$ cat config.mk
export PLATFORM = sky130hd
export DESIGN_NAME = uart_bus_bridge
export DESIGN_NICKNAME = d
export VERILOG_FILES = /design/src/rtl/uart_bus_bridge.sv
export SDC_FILE = /design/constraint.sdc
export NUM_CORES = 1
export LEC_CHECK = 0
export ABC_AREA = 1
export CAP_MARGIN = 20
export CORE_MARGIN = 2
export CORE_UTILIZATION = 35
export CTS_CLUSTER_SIZE = 20
export DETAILED_ROUTE_END_ITERATION = 10
export SKIP_CTS_REPAIR_TIMING = 1
export SLEW_MARGIN = 25
export SYNTH_ARGS = -nofsm -noshare
export SYNTH_HDL_FRONTEND = slang
export SYNTH_SLANG_ARGS = --single-unit
$ cat constraint.sdc
create_clock -name clk_i -period 6.6 [get_ports clk_i]
set_clock_uncertainty 0.2 [all_clocks]
set_input_delay 1.32 -clock clk_i [delete_from_list [all_inputs] [get_ports clk_i]]
set_output_delay 1.32 -clock clk_i [all_outputs]
set_load 0.01 [all_outputs]
$ cat src/rtl/uart_bus_bridge.sv
// UART command-frame decoder that issues single-cycle register bus accesses.
// Frame: {wr,3'b000,addr} [+4 data bytes LSB first]; reply ACK 0xAA, 4 read bytes, or NAK 0x55.
module uart_bus_bridge #(
  parameter int CLKS_PER_BIT = 868,
  parameter int TIMEOUT_BITS = 32
) (
  input  logic        clk_i,
  input  logic        rst_i,
  input  logic        rx_i,
  output logic        tx_o,
  output logic        ren,
  output logic        we,
  output logic [3:0]  addr,
  output logic [31:0] wdata,
  input  logic [31:0] rdata,
  output logic        busy_o,
  output logic        err_o
);
  localparam int CNT_W     = $clog2(CLKS_PER_BIT);
  localparam int TO_CYCLES = TIMEOUT_BITS * CLKS_PER_BIT;
  localparam int TO_W      = $clog2(TO_CYCLES + 1);
  localparam logic [CNT_W-1:0] BIT_LAST  = CNT_W'(CLKS_PER_BIT - 1);
  localparam logic [CNT_W-1:0] HALF_LAST = CNT_W'(CLKS_PER_BIT / 2 - 1);
  localparam logic [CNT_W-1:0] CNT_ZERO  = {CNT_W{1'b0}};
  localparam logic [CNT_W-1:0] CNT_ONE   = CNT_W'(1);
  localparam logic [TO_W-1:0]  TO_LAST   = TO_W'(TO_CYCLES - 1);
  localparam logic [TO_W-1:0]  TO_ZERO   = {TO_W{1'b0}};
  localparam logic [TO_W-1:0]  TO_ONE    = TO_W'(1);
  localparam logic [7:0] ACK_BYTE = 8'hAA;
  localparam logic [7:0] NAK_BYTE = 8'h55;

  typedef enum logic [1:0] {RX_IDLE, RX_START, RX_DATA, RX_STOP} rx_state_t;
  typedef enum logic [2:0] {IDLE, GET_DATA, BUS_WR, BUS_RD, SEND, NAK} state_t;

  logic             r_rx_meta;
  logic             r_rx_sync;
  logic             r_rx_prev;
  rx_state_t        r_rx_state;
  logic [CNT_W-1:0] r_rx_cnt;
  logic [2:0]       r_rx_bit;
  logic [7:0]       r_rx_shift;
  logic             r_rx_valid;
  logic             r_rx_ferr;
  logic [7:0]       r_rx_byte;

  state_t           r_state;
  logic [TO_W-1:0]  r_to_cnt;
  logic [2:0]       r_byte_cnt;
  logic [23:0]      r_wbuf;
  logic [3:0]       r_addr_pend;
  logic [31:0]      r_tx_buf;
  logic [2:0]       r_tx_left;
  logic [8:0]       r_tx_shift;
  logic [3:0]       r_tx_bit;
  logic [CNT_W-1:0] r_tx_cnt;

  logic w_rx_start;
  logic w_drop;

  assign w_rx_start = (r_rx_state == RX_IDLE) && r_rx_prev && !r_rx_sync;
  assign w_drop     = r_rx_valid && (r_state != IDLE) && (r_state != GET_DATA);

  // Receiver: synchroniser, start-bit qualification and mid-bit sampling.
  always_ff @(posedge clk_i or posedge rst_i) begin
    if (rst_i) begin
      r_rx_meta  <= 1'b1;
      r_rx_sync  <= 1'b1;
      r_rx_prev  <= 1'b1;
      r_rx_state <= RX_IDLE;
      r_rx_cnt   <= CNT_ZERO;
      r_rx_bit   <= 3'd0;
      r_rx_shift <= 8'h00;
      r_rx_valid <= 1'b0;
      r_rx_ferr  <= 1'b0;
      r_rx_byte  <= 8'h00;
    end else begin
      r_rx_meta  <= rx_i;
      r_rx_sync  <= r_rx_meta;
      r_rx_prev  <= r_rx_sync;
      r_rx_valid <= 1'b0;
      r_rx_ferr  <= 1'b0;
      case (r_rx_state)
        RX_IDLE: begin
          r_rx_cnt <= CNT_ZERO;
          if (w_rx_start) r_rx_state <= RX_START;
        end
        RX_START: begin
          if (r_rx_cnt == HALF_LAST) begin
            r_rx_cnt   <= CNT_ZERO;
            r_rx_bit   <= 3'd0;
            r_rx_state <= r_rx_sync ? RX_IDLE : RX_DATA;
          end else begin
            r_rx_cnt <= r_rx_cnt + CNT_ONE;
          end
        end
        RX_DATA: begin
          if (r_rx_cnt == BIT_LAST) begin
            r_rx_cnt   <= CNT_ZERO;
            r_rx_shift <= {r_rx_sync, r_rx_shift[7:1]};
            r_rx_bit   <= r_rx_bit + 3'd1;
            if (r_rx_bit == 3'd7) r_rx_state <= RX_STOP;
          end else begin
            r_rx_cnt <= r_rx_cnt + CNT_ONE;
          end
        end
        RX_STOP: begin
          if (r_rx_cnt == BIT_LAST) begin
            r_rx_cnt   <= CNT_ZERO;
            r_rx_state <= RX_IDLE;
            if (r_rx_sync) begin
              r_rx_valid <= 1'b1;
              r_rx_byte  <= r_rx_shift;
            end else begin
              r_rx_ferr <= 1'b1;
            end
          end else begin
            r_rx_cnt <= r_rx_cnt + CNT_ONE;
          end
        end
        default: r_rx_state <= RX_IDLE;
      endcase
    end
  end

  // Frame decoder, bus strobes and transmitter.
  always_ff @(posedge clk_i or posedge rst_i) begin
    if (rst_i) begin
      r_state     <= IDLE;
      tx_o        <= 1'b1;
      ren         <= 1'b0;
      we          <= 1'b0;
      addr        <= 4'h0;
      wdata       <= 32'h0000_0000;
      busy_o      <= 1'b0;
      err_o       <= 1'b0;
      r_to_cnt    <= TO_ZERO;
      r_byte_cnt  <= 3'd0;
      r_wbuf      <= 24'h00_0000;
      r_addr_pend <= 4'h0;
      r_tx_buf    <= 32'h0000_0000;
      r_tx_left   <= 3'd0;
      r_tx_shift  <= 9'h1FF;
      r_tx_bit    <= 4'd0;
      r_tx_cnt    <= CNT_ZERO;
    end else begin
      ren   <= 1'b0;
      we    <= 1'b0;
      err_o <= r_rx_ferr | w_drop;
      case (r_state)
        IDLE: begin
          if (r_rx_valid) begin
            busy_o <= 1'b1;
            if (r_rx_byte[6:4] != 3'b000) begin
              err_o      <= 1'b1;
              r_state    <= NAK;
              tx_o       <= 1'b0;
              r_tx_shift <= {1'b1, NAK_BYTE};
              r_tx_bit   <= 4'd0;
              r_tx_cnt   <= CNT_ZERO;
              r_tx_left  <= 3'd0;
            end else begin
              r_addr_pend <= r_rx_byte[3:0];
              r_byte_cnt  <= 3'd0;
              r_to_cnt    <= TO_ZERO;
              r_state     <= r_rx_byte[7] ? GET_DATA : BUS_RD;
            end
          end
        end
        GET_DATA: begin
          if (r_rx_ferr) begin
            r_state <= IDLE;
            busy_o  <= 1'b0;
          end else if (r_rx_valid) begin
            r_to_cnt   <= TO_ZERO;
            r_byte_cnt <= r_byte_cnt + 3'd1;
            case (r_byte_cnt)
              3'd0: r_wbuf[7:0]   <= r_rx_byte;
              3'd1: r_wbuf[15:8]  <= r_rx_byte;
              3'd2: r_wbuf[23:16] <= r_rx_byte;
              default: begin
                wdata   <= {r_rx_byte, r_wbuf};
                addr    <= r_addr_pend;
                r_state <= BUS_WR;
              end
            endcase
          end else if (w_rx_start) begin
            r_to_cnt <= TO_ZERO;
          end else if (r_rx_state == RX_IDLE) begin
            // Inter-byte silence only; time spent inside a byte never counts.
            if (r_to_cnt == TO_LAST) begin
              err_o   <= 1'b1;
              r_state <= IDLE;
              busy_o  <= 1'b0;
            end else begin
              r_to_cnt <= r_to_cnt + TO_ONE;
            end
          end else begin
            r_to_cnt <= r_to_cnt;
          end
        end
        BUS_WR: begin
          if (!we) begin
            we <= 1'b1;
          end else begin
            r_state    <= SEND;
            tx_o       <= 1'b0;
            r_tx_shift <= {1'b1, ACK_BYTE};
            r_tx_bit   <= 4'd0;
            r_tx_cnt   <= CNT_ZERO;
            r_tx_left  <= 3'd0;
          end
        end
        BUS_RD: begin
          if (!ren) begin
            ren  <= 1'b1;
            addr <= r_addr_pend;
          end else begin
            r_state    <= SEND;
            tx_o       <= 1'b0;
            r_tx_shift <= {1'b1, rdata[7:0]};
            r_tx_buf   <= {8'h00, rdata[31:8]};
            r_tx_bit   <= 4'd0;
            r_tx_cnt   <= CNT_ZERO;
            r_tx_left  <= 3'd3;
          end
        end
        SEND, NAK: begin
          if (r_tx_cnt != BIT_LAST) begin
            r_tx_cnt <= r_tx_cnt + CNT_ONE;
          end else begin
            r_tx_cnt <= CNT_ZERO;
            // r_tx_bit==9 marks the end of the stop bit of the current byte.
            if (r_tx_bit != 4'd9) begin
              tx_o       <= r_tx_shift[0];
              r_tx_shift <= {1'b1, r_tx_shift[8:1]};
              r_tx_bit   <= r_tx_bit + 4'd1;
            end else if (r_tx_left != 3'd0) begin
              tx_o       <= 1'b0;
              r_tx_shift <= {1'b1, r_tx_buf[7:0]};
              r_tx_buf   <= {8'h00, r_tx_buf[31:8]};
              r_tx_left  <= r_tx_left - 3'd1;
              r_tx_bit   <= 4'd0;
            end else begin
              r_state <= IDLE;
              busy_o  <= 1'b0;
            end
          end
        end
        default: begin
          r_state <= IDLE;
          busy_o  <= 1'b0;
          tx_o    <= 1'b1;
        end
      endcase
    end
  end
endmodule

== Word-level counts from Yosys, hierarchy flattened ==
Index checks and enable logic that the tools add are counted.
Storage, ports and cells
  register bits after elaboration: 184
  input bits: 35
  output and inout port bits: 41
  word-level logic and storage cells: 244
Operators by class
  $add $sub $neg: 7
  eq/ne operators: 46
  mux-type cells: 117
  bitwise gates (word level): 6
  reduce and logical (&&, ||, !) cells: 39
Operators by type and width (number)
  $mux 32: 4
  $mux 15: 7
  $mux 3: 26
  $mux 10: 7
  $pmux 32 s2: 1
  $mux 9: 7
  $mux 4: 11
  $pmux 10 s4: 1
  $ne 2x2->1 const B: 18
  $pmux 9 s4: 1
  $mux 1: 33
  $pmux 10 s3: 1
  $pmux 15 s2: 1
  $ne 4x4->1 const B: 7
  $reduce_and 5->1: 5
  $add 10x1->10 const B: 2
  $pmux 4 s4: 1
  $reduce_and 4->1: 4
  $add 15x1->15 const B: 1
  $eq 15x15->1 const B: 1
  $ne 3x3->1 const B: 5
  $pmux 3 s5: 1
  $mux 2: 7
  $reduce_and 7->1: 2
  36 further kinds: 61

== Logic depth before layout (Yosys ltp) ==
  word-level depth: 10
  depth in mapped cells: 11
  depth with buffers taken out: 11

== Least setup slack after synthesis ==
Ideal clock, no wire load.
  kind: reg2out
  start point: reg tx_o
  end point: out tx_o
  data arrival time: 0.529 ns
  required time: 5.080 ns
  slack: 4.551 ns
  cell stages (with the launch flop): 1
  cell sequence: dfstp_2
RTL lines
  start: declaration: line 10  | output logic tx_o,
  start signal: assignment: line 234  | tx_o <= r_tx_shift[0];
No word-level cell between the ends.

== Final worst setup path ==
  start point: reg r_state[2]
  end point: reg r_tx_left[1]
Between the ends
  word-level cells in the longest chain between the ends: 4
  elaborated cells between the ends (all ways): 16
  those cells by class: eq/ne: 11; mux: 1; reduce/logical: 4
RTL lines
  start: declaration: line 46  | state_t r_state;
  start signal: assignment: line 165  | r_state <= r_rx_byte[7] ? GET_DATA : BUS_RD;
  $eq 3x3->1: line 149  | case (r_state)
  $reduce_or 2->1: line 149
  $ne 2x2->1 (no line) or $reduce_bool 4->1 (tied branches)
  $reduce_and 8->1 (no line)
  end signal: assignment: line 241  | r_tx_left <= r_tx_left - 3'd1;
  end: declaration: line 52  | logic [2:0] r_tx_left;
Several ways; a longest one is shown, not always the timed one.
A chain may end at the register's enable or synchronous reset.

==> impl_metrics.ini <==
[outcome]
outcome = complete, no violations

[yosys]
synth_cell_type_count = 37
ys.flop_type = dfrtp_1
synth_top_family_by_area = simple AND/OR/NAND/NOR gates
yosysSeqAreaShare = 0.525
synthesis.nets = 1060
synthXorXnorAreaFrac = 0.00418
synth_most_common_cell = nand2_1
synth_mux_area_frac = 0.0323
synth-simple-area-share = 0.260
netlist_top_cells_count = 299 x nand2_1, 163 x dfrtp_1, 129 x o21ai_0
synthAdderAreaFrac = 0.0179
syn_area_sq_mm = 0.00838
syn_area_per_cell_sq_um = 8.27
synth_compound_area_frac = 0.0953
syn-instance-count = 1013
yosysWarnings = 0
ys_ff_latch = 175
yosysTopAreaCell = dfrtp_1
synth.top_cell.area_share = 0.487
synth_edf_count = 0
async_flop_share = 1.00
synth_area_leaders = dfrtp_1 49%, nand2_1 13%, o21ai_0 7.7%

[sta]
setup-tns-final_ps = 0
min_period_ps = 3220
worst_pin_slew_ps = 893
drv_slew = 0
whs_ps = 157
setup_violations = 0
slew_headroom = 0.403
rsz0062_at_grt = no
timing.fmax_ghz = 0.311
finalHoldViolations = 0
post-route-period-util = 0.488

[clocking]
htreeDepth = 4
cts_buffers = 17
clockBufferDepth = 2
clock_latency_ps = 430
clk_pin_slew_ps = 70
clockRootBuffer = clkbuf_16
tritoncts = yes
clock_sinks = 175

[cells_and_area]
n_antenna_cell = 0
drive_gt1_frac = 0.0885
final_net_count = 1130
area.growth.synth_to_final_pct = 19.9

[placed_design]
hpwl_mm = 13.2
gp_congestion = 0.877
io_buffers = 75

[global_routing]
grt_max_degree = 82
grt_pass1_wl_mm = 32.0
grt_overflow_total = 0
grtUsageTotal = 0.153
antenna_found_initial = 0
grt_pass1_vias = 6480

[worst_setup_path]
crit_family = simple AND/OR/NAND/NOR gates
critical_path_class = reg2reg
max_stage_delay_ps = 680
worst_ep_required_time_ps = 6720
crit_slowest_cell = nor2_4
critical_path_buf_inv_count = 2
cp_max_fo = 40
start_kind = flop
cp_cell_sequence = inv_2 -> nor2_4 -> inv_2 -> nand3_1 -> nand2_2 -> nor2_2 -> nand3_1 -> nand2_1 -> nand2_1
end_kind = flop
cp_data_arrival_time_ps = 3340

[floorplan]
die_w_um = 159
dieHeight_um = 159
initial_core_util = 0.357
rows = 56
die_area_sq_mm = 0.0252
core-area_sq_mm = 0.0235
io_pins = 76

[drt]
ant_nets = 0
wl_per_cell_um = 13.3
routed_wl_mm = 18.8
dr.pass1.iters = 5
route.detailed.drc = 0
via_per_inst = 4.73
drt_iter0_markers = 408
num_vias = 6691

[pwr]
total_power_w = 0.00226
power_density_mw_per_mm2 = 225
ir_drop_mv = 0.139
p_leak_nw = 4.65

[flow_run]
drv_cap = 0

[worst_hold_path]
min_path_type = reg2reg
==> placed cells by master, fill, tap and decap left out, types with 11 or more instances in the layout <==
cell type	count
o21ai_0	129
nand4_1	20
nand2_1	299
clkbuf_16	17
dfstp_2	12
mux2_2	23
dfrtp_1	163
inv_1	109
nand3_1	87
a21oi_1	11
ha_1	12
clkdlybuf4s50_1	75
nor2_1	60
nor3_1	17
==> power breakdown <==
part	switching (W)	internal [W]	leakage (nW)
logic	0.0000907	0.0000471	2.08
clock network	0.000468	0.000550	0.296
registers	0.0000162	0.00109	2.27
==> cells by family (layout without fill, tap and decap cells) <==
group                      after synthesis  in the layout
AOI/OAI and AO/OA                      151            151
xor gates and xnor gates                 4              4
adders and majority gates               12             12
buffers and inverters                  142            225
DFF                                    175            175
muxes                                   24             24
and+or+nand+nor                        505            505
==> final timing paths <==
| kind | from | end | slack [ps] | depth (start not counted) |
|---|---|---|---|---|
| max | r_state[2] | r_tx_left[1] | 3380 | 9 |
| min | r_rx_meta | r_rx_sync | 160 | 0 |
| max reg2reg | r_state[2] | r_tx_left[1] | 3380 | 9 |
| min reg2reg | r_rx_meta | r_rx_sync | 160 | 0 |
| max in group asynchronous | rst_i | r_tx_cnt[9] | 3860 | 3 |
| min in group asynchronous | rst_i | wdata[20] | 1190 | 2 |
==> layout make-up <==
type	instances	area (sq um)
inverter	115	437
clock inverter	14	170
fill	2365	13400
sequential	175	4390
multi-input combinational	696	3430
timing repair buffer	78	773
tap	319	399
clock buffer	18	439
==> metal layers <==
metal  vias to the layer above  GRT usage  routed length (um)
met5                         -          0                   0
met4                         0     0.0417                 227
met3                        15     0.0277                 567
met2                        81      0.249                9080
met1                      3187      0.210                8950
li1                       3408          -                   -
==> flip-flops by register name (all words and copies together), names as in the netlist, 8 cells and up, named ones only <==
| signal | cells |
|---|---|
| r_rx_byte | 8 |
| wdata | 32 |
| r_rx_shift | 8 |
| r_rx_cnt | 10 |
| r_tx_cnt | 10 |
| r_tx_buf | 24 |
| r_wbuf | 24 |
| r_to_cnt | 15 |
| r_tx_shift | 8 |
==> per-stage QoR <==
stage / instance area [sq um] / setup slack, ps / cells / util
floorplan: 8380 / 355 / 1013 / -
global placement: 9430 / 3340 / 1383 / 0.402
detailed placement: 9430 / 3320 / 1383 / 0.402
CTS: 10000 / 3340 / 1415 / 0.428
global route: 10000 / 3030 / 1415 / 0.428
finish: 10000 / 3380 / 1415 / 0.428
Power figures use the tool's default switching activity.
